[src/rtl/bf16_round_pipe.sv]
// Two-stage FP narrowing rounder (FP32 -> BF16 by default) with valid/ready backpressure.
// Define BF16_ROUND_FLAGS_EN to build the {overflow, inexact} flag path; otherwise out_flags is 0.
module bf16_round_pipe #(
    parameter int unsigned EXP_W     = 8,
    parameter int unsigned IN_MAN_W  = 23,
    parameter int unsigned OUT_MAN_W = 7
) (
    input  logic                           clk,
    input  logic                           rst,
    input  logic                           in_valid,
    output logic                           in_ready,
    input  logic [EXP_W+IN_MAN_W:0]        in_data,
    input  logic [1:0]                     in_mode,
    output logic                           out_valid,
    input  logic                           out_ready,
    output logic [EXP_W+OUT_MAN_W:0]       out_data,
    output logic [1:0]                     out_flags
);

    localparam int unsigned D     = IN_MAN_W - OUT_MAN_W;
    localparam int unsigned SUM_W = EXP_W + OUT_MAN_W;
    localparam logic [OUT_MAN_W-1:0] QNAN_FRAC = OUT_MAN_W'(1) << (OUT_MAN_W - 1);

    if (IN_MAN_W < OUT_MAN_W + 2) begin : g_bad_params
        $error("bf16_round_pipe: IN_MAN_W must be at least OUT_MAN_W + 2");
    end

    typedef enum logic [1:0] {ClsFinite, ClsInf, ClsNan} cls_e;

    // ---------------- stage 1: decode and rounding decision ----------------
    logic                  sign_in;
    logic [EXP_W-1:0]      exp_in;
    logic [IN_MAN_W-1:0]   frac_in;
    logic [OUT_MAN_W-1:0]  kept_in;
    logic                  lsb_in, g_in, s_in, inc_in;
    cls_e                  cls_in;

    assign sign_in = in_data[EXP_W+IN_MAN_W];
    assign exp_in  = in_data[EXP_W+IN_MAN_W-1:IN_MAN_W];
    assign frac_in = in_data[IN_MAN_W-1:0];
    assign kept_in = frac_in[IN_MAN_W-1:D];
    assign lsb_in  = frac_in[D];
    assign g_in    = frac_in[D-1];
    assign s_in    = |frac_in[D-2:0];

    always_comb begin
        inc_in = 1'b0;
        unique case (in_mode)
            2'b00:   inc_in = g_in & (s_in | lsb_in);
            2'b01:   inc_in = 1'b0;
            2'b10:   inc_in = ~sign_in & (g_in | s_in);
            2'b11:   inc_in = sign_in & (g_in | s_in);
            default: inc_in = 1'b0;
        endcase
    end

    always_comb begin
        cls_in = ClsFinite;
        if (exp_in == {EXP_W{1'b1}}) begin
            cls_in = (frac_in == '0) ? ClsInf : ClsNan;
        end
    end

    logic v1_q, v2_q;
    logic s1_load, s2_load;

    // Stage 2 frees up whenever downstream drains it, so in_ready sees out_ready combinationally.
    assign s2_load  = ~v2_q | out_ready;
    assign s1_load  = ~v1_q | s2_load;
    assign in_ready = s1_load;

    logic                 s1_sign_q;
    logic [EXP_W-1:0]     s1_exp_q;
    logic [OUT_MAN_W-1:0] s1_kept_q;
    logic                 s1_inc_q;
    cls_e                 s1_cls_q;

    always_ff @(posedge clk or posedge rst) begin
        if (rst) begin
            v1_q      <= 1'b0;
            s1_sign_q <= 1'b0;
            s1_exp_q  <= '0;
            s1_kept_q <= '0;
            s1_inc_q  <= 1'b0;
            s1_cls_q  <= ClsFinite;
        end else if (s1_load) begin
            v1_q <= in_valid;
            if (in_valid) begin
                s1_sign_q <= sign_in;
                s1_exp_q  <= exp_in;
                s1_kept_q <= kept_in;
                s1_inc_q  <= inc_in;
                s1_cls_q  <= cls_in;
            end
        end
    end

    // ---------------- stage 2: add, special-case mux ----------------
    logic [SUM_W-1:0]         sum;
    logic                     sum_ovf;
    logic [EXP_W+OUT_MAN_W:0] res_d;
    logic [EXP_W+OUT_MAN_W:0] res_q;

    // Fraction carry ripples into the exponent, covering subnormal->normal and finite->inf.
    assign sum     = {s1_exp_q, s1_kept_q} + SUM_W'(s1_inc_q);
    assign sum_ovf = (sum[SUM_W-1 -: EXP_W] == {EXP_W{1'b1}});

    always_comb begin
        res_d = {s1_sign_q, sum};
        unique case (s1_cls_q)
            ClsInf:  res_d = {s1_sign_q, {EXP_W{1'b1}}, {OUT_MAN_W{1'b0}}};
            ClsNan:  res_d = {s1_sign_q, {EXP_W{1'b1}}, QNAN_FRAC};
            default: begin
                if (sum_ovf) res_d = {s1_sign_q, {EXP_W{1'b1}}, {OUT_MAN_W{1'b0}}};
            end
        endcase
    end

    always_ff @(posedge clk or posedge rst) begin
        if (rst) begin
            v2_q  <= 1'b0;
            res_q <= '0;
        end else if (s2_load) begin
            v2_q <= v1_q;
            if (v1_q) res_q <= res_d;
        end
    end

    assign out_valid = v2_q;
    assign out_data  = res_q;

`ifdef BF16_ROUND_FLAGS_EN
    logic       s1_gs_q;
    logic [1:0] flags_d, flags_q;

    always_ff @(posedge clk or posedge rst) begin
        if (rst) begin
            s1_gs_q <= 1'b0;
        end else if (s1_load && in_valid) begin
            s1_gs_q <= g_in | s_in;
        end
    end

    always_comb begin
        flags_d = 2'b00;
        if (s1_cls_q == ClsFinite) begin
            flags_d = sum_ovf ? 2'b11 : {1'b0, s1_gs_q};
        end
    end

    always_ff @(posedge clk or posedge rst) begin
        if (rst) begin
            flags_q <= 2'b00;
        end else if (s2_load && v1_q) begin
            flags_q <= flags_d;
        end
    end

    assign out_flags = flags_q;
`else
    assign out_flags = 2'b00;
`endif

endmodule

[config.mk]
export PLATFORM = sky130hd
export DESIGN_NAME = bf16_round_pipe
export DESIGN_NICKNAME = d
export VERILOG_FILES = /design/src/rtl/bf16_round_pipe.sv
export SDC_FILE = /design/constraint.sdc
export NUM_CORES = 1
export LEC_CHECK = 0
export ABC_AREA = 0
export BUFFER_PORTS_ARGS = -buffer_cell sky130_fd_sc_hd__buf_2
export CORE_AREA = 3 3 86 88
export DETAILED_ROUTE_END_ITERATION = 10
export DIE_AREA = 0 0 89 91
export HOLD_SLACK_MARGIN = 0.05
export PLACE_DENSITY = 0.52
export RECOVER_POWER = 25
export SETUP_SLACK_MARGIN = 0.5
export SLEW_MARGIN = 40
export SYNTH_ARGS = -nofsm -noshare
export SYNTH_HDL_FRONTEND = slang
export SYNTH_SLANG_ARGS = --single-unit
[constraint.sdc]
create_clock -name clk -period 4.7 [get_ports clk]
set_input_delay 0.94 -clock clk [delete_from_list [all_inputs] [get_ports clk]]
set_output_delay 0.94 -clock clk [all_outputs]
set_load 0.01 [all_outputs]
==> key figures, run 1 <==
Clock network
  – Reg clk slew, reported paths: about 0.070 ns
  – Max H-tree Level: 2
  – Number of sinks handled by clock tree synthesis: 37
  – CTS tree: yes
  – Root Buffer Master: clkbuf_8
  – Num CTS Buffers: 5
  – Hold-fix buffers, CTS: 0
  – Post-CTS Setup Repair Bufs: 0
  – Cts repair resizes: 0
  – Clock Path Buffers: 2
  – Clock latency on the worst-skew pair: around 0.28 ns

Min path
  – Classification of the worst-slack hold path: register to register
  – Endpoint, Worst Hold: out_data[15]
  – Cell count of the worst hold path: 2
  – Hold Path Origin: s1_sign_q

Die
  – Io pins: just under 60
  – Total die area: roughly 0.008 mm²
  – Overall die width: 89 µm
  – Starting density of the core: around 29%
  – Total number of placement rows: 30
  – Area of the core: 0.00672 mm²
  – Die span in y: roughly 91 µm

Worst setup path
  – CP Class: input port to async pin
  – Arrival time at the worst endpoint: 2.50 ns
  – Worst reg2reg setup slack: around 2.3 ns
  – Launching point of the worst reg2reg path: s1_inc_q
  – R2r worst-path depth: 8
  – Required time of the worst setup path: roughly 4.7 ns
  – Critical path endpoint category: async pin
  – Critical Path Fanout Max: 37
  – Worst flop-to-flop path endpoint: out_data[0]
  – Crit path launch type: input port

STA
  – Max-slew headroom at the worst pin: -31.9%
  – Final clock period utilization by the worst path: a little over half
  – Worst Clk Skew: roughly 0.0027 ns
  – FMAX: 402 MHz
  – Unrepaired setup endpoints after global routing: no
  – Final hold slack: 0.467 ns
  – Final TNS setup: 0 ns
  – Total count of hold-check failures in the final report: 0
  – Max-slew violation count: 38
  – Transition time at the pin with the least slew margin: a little under 2 ns
  – Time the final worst path needs with I/O delays and setup: 2.49 ns
  – Final setup violation count: 0

Detailed routing
  – Detailed-routing iteration count for the pre-antenna-repair pass: 4
  – Detailed-route vias per instance: approximately 4.9
  – Routed length per instance: about 14 µm
  – Routed WL: 4580 µm
  – Total vias in the final route: between 1,500 and 2,000
  – Post-route DRC: 0
  – Count of routing violations after the opening detailed-route iteration: roughly 100
  – Antenna viol nets, final: 0

Synthesis
  – Total of flip-flops plus latches after synthesis: 37
  – Count of unique library cells instantiated by Yosys: 44
  – Post-synth EDFFs: 0
  – Ys flop type: dfrtp_1
  – Fraction of synthesis flops using an asynchronous set or reset pin: between 90% and 100%
  – Synthesized instance count: around 190
  – Synthesized area per cell: roughly 11 µm²
  – Synthesis warning total: 0
  – Portion of the post-synthesis area used by sequential elements: ~47%
  – Synthesized area: 0.00198 mm²

Layout
  – Fraction of layout instances using a drive strength above 1: ~36%
  – Commonest cells after routing, fill and taps aside: buf_2 (55), dfrtp_1 (37), mux2_2 (16)
  – Number of antenna cells inserted: 0
  – Layout filler cell count: about 700
  – Layout Area Growth over Synthesis: 20.2%
  – Most common cell after layout, fill and taps aside: buf_2
  – Final net count: around 280

Global routing
  – Overall Global Routing Usage: between 10% and 20%
  – Pin count of the biggest net entering global routing: 38
  – GR Overflow Total: 0
  – Number of global-route vias before repair: between 1,500 and 2,000
  – Antenna violations before repair: 0
  – First-pass GRT wire length: around 7800 µm

Placement
  – Post-DP HPWL: 3500 µm
  – RePlAce Congestion: 0.833
  – IO Port Bufs: 55

Outcome
  – Run status: finished, violations left
  – Failing checks: max-capacitance violations, max-slew violations

Power and ir drop
  – Lkg Pwr: between 1 and 1.5 nW
  – Worst voltage drop across the vdd grid: between 0.1 and 0.15 mV
  – Power Dens Cells: roughly 360 mW/mm²

Job
  – Total of max-cap violations: 1
[per-layer routing]
| layer | GRT usage [%] | vias to the layer above | wire (µm) |
|---|---|---|---|
| li1 | - | 782 | - |
| met1 | 16.7 | 747 | 2080 |
| met2 | 18.9 | 46 | 2220 |
| met3 | 3.63 | 2 | 282 |
| met4 | 1.86 | 0 | 4 |
| met5 | 0 | - | 0 |
[logic make-up (layout without fill, tap and decap cells)]
family / Yosys count / count (layout) / synth area share, %
and+or+nand+nor: 74 / 74 / 21.1
muxes: 17 / 17 / 9.60
DFF: 37 / 37 / 46.7
other: 1 / 2 / 0.189
AOI/OAI and AO/OA: 26 / 26 / 9.29
xor gates and xnor gates: 14 / 14 / 6.19
buffers and inverters: 15 / 67 / 4.36
adders and majority gates: 4 / 4 / 2.53
[final cells by class]
class / instances / area [µm²] / area share (%)
clock buffer: 7 / 86.3 / 3.63
tap: 80 / 100 / 4.20
inverter: 4 / 15.0 / 0.631
sequential: 37 / 926 / 38.9
timing repair buffer: 56 / 279 / 11.7
multi-input combinational: 137 / 975 / 40.9
[flip-flops by register name, summed over array words and instances, names as in the netlist]
register	flops
out_data	16
s1_exp_q	8
s1_kept_q	7
s1_cls_q	2
out_valid	1
s1_inc_q	1
s1_sign_q	1
v1_q	1
[cell usage after synthesis, drive strengths merged (2+ instances only)]
cell / count / area [µm²]
nor2: 15 / 56.3
nand2: 15 / 56.3
a21oi: 11 / 55.1
buf: 6 / 41.3
a31oi: 2 / 12.5
nand3b: 3 / 22.5
dfrtp: 37 / 926
xor2: 4 / 35.0
nand2b: 2 / 12.5
nand4: 7 / 50.1
and3: 5 / 35.0
mux2: 16 / 180
a32o: 6 / 60.1
nor4: 6 / 43.8
inv: 4 / 15.0
clkbuf: 5 / 30.0
o41ai: 2 / 17.5
xnor2: 10 / 87.6
nor3: 7 / 40.0
ha: 4 / 50.1
nand3: 7 / 47.6
[metrics by stage]
step                util, %  power, mW  setup WS (ns)  std cells  instance area, µm²
detailed placement     34.2      0.637           2.27        314                2300
finish                 35.4      0.849           2.21        321                2380
CTS                    35.5      0.864           2.32        321                2380
global route           35.4      0.908           1.67        321                2380
floorplan                 -      0.557           2.53        189                1980
global placement       34.2      0.635           2.28        314                2300
[critical path, cell delays in order]
cell and delay [ns]:
buf_2 0.09, inv_1 0.04, clkbuf_1 1.41
[power by group]
| part | internal [mW] | leakage, nW | switching, mW |
|---|---|---|---|
| Clock | 0.116 | 0.0443 | 0.106 |
| Combinational | 0.0995 | 0.557 | 0.0999 |
| Sequential | 0.373 | 0.435 | 0.0540 |
| Total | 0.589 | 1.04 | 0.260 |
[worst max path at each step]
stage	startpoint	endpoint	slack (ns)	cells after the start
finish	rst	s1_kept_q[3]	2.21	3
global placement	out_ready	s1_kept_q[2]	2.28	4
global route	rst	v1_q	1.67	3
CTS	s1_inc_q	out_data[0]	2.32	8
detailed placement	out_ready	s1_kept_q[2]	2.27	4
floorplan	s1_kept_q[0]	out_data[0]	2.53	9
Note: power is estimated with default switching activity, not from simulation.
==> inputs of run 2 (changes only) <==
PLACE_DENSITY = 0.54   (was 0.52)
clock period = 2 ns   (was 4.7 ns; I/O delays follow)
==> run 2 against run 1 <==
The flow finishes with violations (negative setup slack). Global-route usage is 1.1 points higher. Final area is 17% higher. Flip-flop and latch count stayed put. Clock skew hardly changed. Sequential power is 130% higher. Non-clock buffer count is 32 higher. Sequential share of layout area is 5.6 points lower. Final cell count is 10% higher. Clock power is 120% higher. Critical endpoint is now out_data[2]. Largest cell class unchanged.
==> key figures, run 2 (synthesis gave the netlist of run 1 again) <==
Outcome
  – Run status: finished, violations left
  – Failing checks: negative setup slack

Die
  – Total die area: 0.00810 mm²
  – Starting density of the core: just under 30%
  – Io pins: a little under 60
  – Overall die width: 89 µm
  – Die span in y: between 90 and 100 µm
  – Area of the core: ~0.0067 mm²
  – Total number of placement rows: 30

Clock network
  – Number of sinks handled by clock tree synthesis: 37
  – CTS tree: yes
  – Root Buffer Master: clkbuf_8
  – Max H-tree Level: 2
  – Clock Path Buffers: 2
  – Reg clk slew, reported paths: approximately 0.070 ns
  – Num CTS Buffers: 5
  – Clock latency on the worst-skew pair: 0.29 ns

Global routing
  – Pin count of the biggest net entering global routing: 38
  – Antenna violations before repair: 0
  – GR Overflow Total: 0
  – First-pass GRT wire length: 8390 µm
  – Overall Global Routing Usage: a little over an eighth
  – Number of global-route vias before repair: around 1,800

Job
  – Total of max-cap violations: 0

Detailed routing
  – Post-route DRC: 0
  – Routed WL: between 5000 and 6000 µm
  – Detailed-route vias per instance: about 4.9
  – Detailed-routing iteration count for the pre-antenna-repair pass: 4
  – Count of routing violations after the opening detailed-route iteration: 59
  – Routed length per instance: between 10 and 15 µm
  – Antenna viol nets, final: 0
  – Total vias in the final route: about 1,700

Worst setup path
  – R2r worst-path depth: 7
  – Arrival time at the worst endpoint: ~2.3 ns
  – Crit path launch type: register
  – Source of the critical timing path: s1_kept_q[0]
  – Critical path endpoint category: register
  – Highest cell delay on the worst timing path: 0.43 ns
  – Bufs and invs on worst path: 0
  – Critical Path Fanout Max: 7
  – CP Class: register to register
  – Cell with the largest stage delay on the worst path: or3b_4
  – Worst path depth: 7
  – Cell family with most CP delay: simple AND/OR/NAND/NOR gates
  – Required time of the worst setup path: ~2.2 ns
  – Launching point of the worst reg2reg path: s1_kept_q[0]
  – Cell chain of the critical path: ha_4, nand4_4, or3_1, a21oi_1, a31oi_1, or3b_4, a32o_1

Min path
  – Cell count of the worst hold path: 2
  – Hold Path Origin: in_valid
  – Classification of the worst-slack hold path: input port to register

STA
  – FMAX: about 480 MHz
  – Final clock period utilization by the worst path: 104%
  – Final TNS setup: -0.453 ns
  – Max-slew violation count: 0
  – Transition time at the pin with the least slew margin: 0.913 ns
  – Final setup violation count: 8
  – Worst path setup slack after routing: -0.0716 ns
  – Worst Clk Skew: approximately 0.0024 ns
  – Total count of hold-check failures in the final report: 0
  – Time the final worst path needs with I/O delays and setup: around 2.1 ns
  – Unrepaired setup endpoints after global routing: yes
  – Final hold slack: 0.317 ns
  – Max-slew headroom at the worst pin: about two fifths

Power and ir drop
  – Power Dens Cells: approximately 760 mW/mm²
  – Lkg Pwr: 1.23 nW
  – Worst voltage drop across the vdd grid: 0.274 mV
  – Total power draw: ~2.1 mW

Layout
  – Final net count: around 320
  – Number of standard cells in the layout, taps in and fillers out: approximately 350
  – Most common cell after layout, fill and taps aside: buf_2
  – Number of antenna cells inserted: 0
  – Number of flip-flops under the largest register name: 16
  – Layout Area Growth over Synthesis: 40.4%
  – Commonest cells after routing, fill and taps aside: buf_2 (55), dfrtp_1 (37), buf_4 (23)
  – Fraction of layout instances using a drive strength above 1: 48.2%
  – Finished layout cell area: roughly 0.0028 mm²

Placement
  – Post-DP HPWL: about 3900 µm
  – Placed insts: ~340
  – IO Port Bufs: 55
  – Placed cell areas: 0.00251 mm²
  – RePlAce Congestion: roughly 0.85
run 2: cell types whose count changed in the layout (fill, tap and decap cells not counted), sizes merged:
cell	before	now
buf	55	87
clkbuf	8	9
run 2: worst paths after layout:
path / endpoint / slack [ns]
min: v1_q / 0.32
min reg2reg: out_data[15] / 0.47
max: out_data[2] / -0.07
max in group asynchronous: s1_exp_q[3] / 1.05
max reg2reg: out_data[2] / -0.07
min in group asynchronous: s1_exp_q[6] / 0.37
run 2: final cells by class:
class | instances | area (µm²)
Fill cell | 664 | 3940
Multi-Input combinational cell | 137 | 1100
Sequential cell | 37 | 926
Timing Repair Buffer | 88 | 554
Tap cell | 80 | 100
Clock buffer | 8 | 80.1
Inverter | 4 | 15.0
run 2: per-stage QoR:
stage | utilization [%] | setup WS, ns
after floorplan | - | -0.0331
after global placement | 37.4 | -0.123
after detailed placement | 37.4 | -0.171
after CTS | 40.2 | -0.0835
after global routing | 41.4 | -0.193
final | 41.4 | -0.0716
run 2: repair_timing:
action	4_1_cts	5_1_grt
setup buffers	7	2
pin swaps	12	22
gates resized for setup	13	12
hold buffers	0	0
endpoints found under the setup margin	12	15
run 2: power by group:
part,switching (mW),internal (mW),total (mW)
Sequential,0.115,0.877,0.992
Clock,0.246,0.247,0.493
Combinational,0.303,0.329,0.631
run 2: metal layers:
| metal | wire length, µm | vias to the layer above | track usage, % |
|---|---|---|---|
| met4 | 59 | 0 | 2.61 |
| met5 | 0 | - | 0 |
| met3 | 256 | 6 | 3.27 |
| met2 | 2550 | 45 | 22.3 |
| met1 | 2240 | 820 | 16.9 |
| li1 | - | 851 | - |
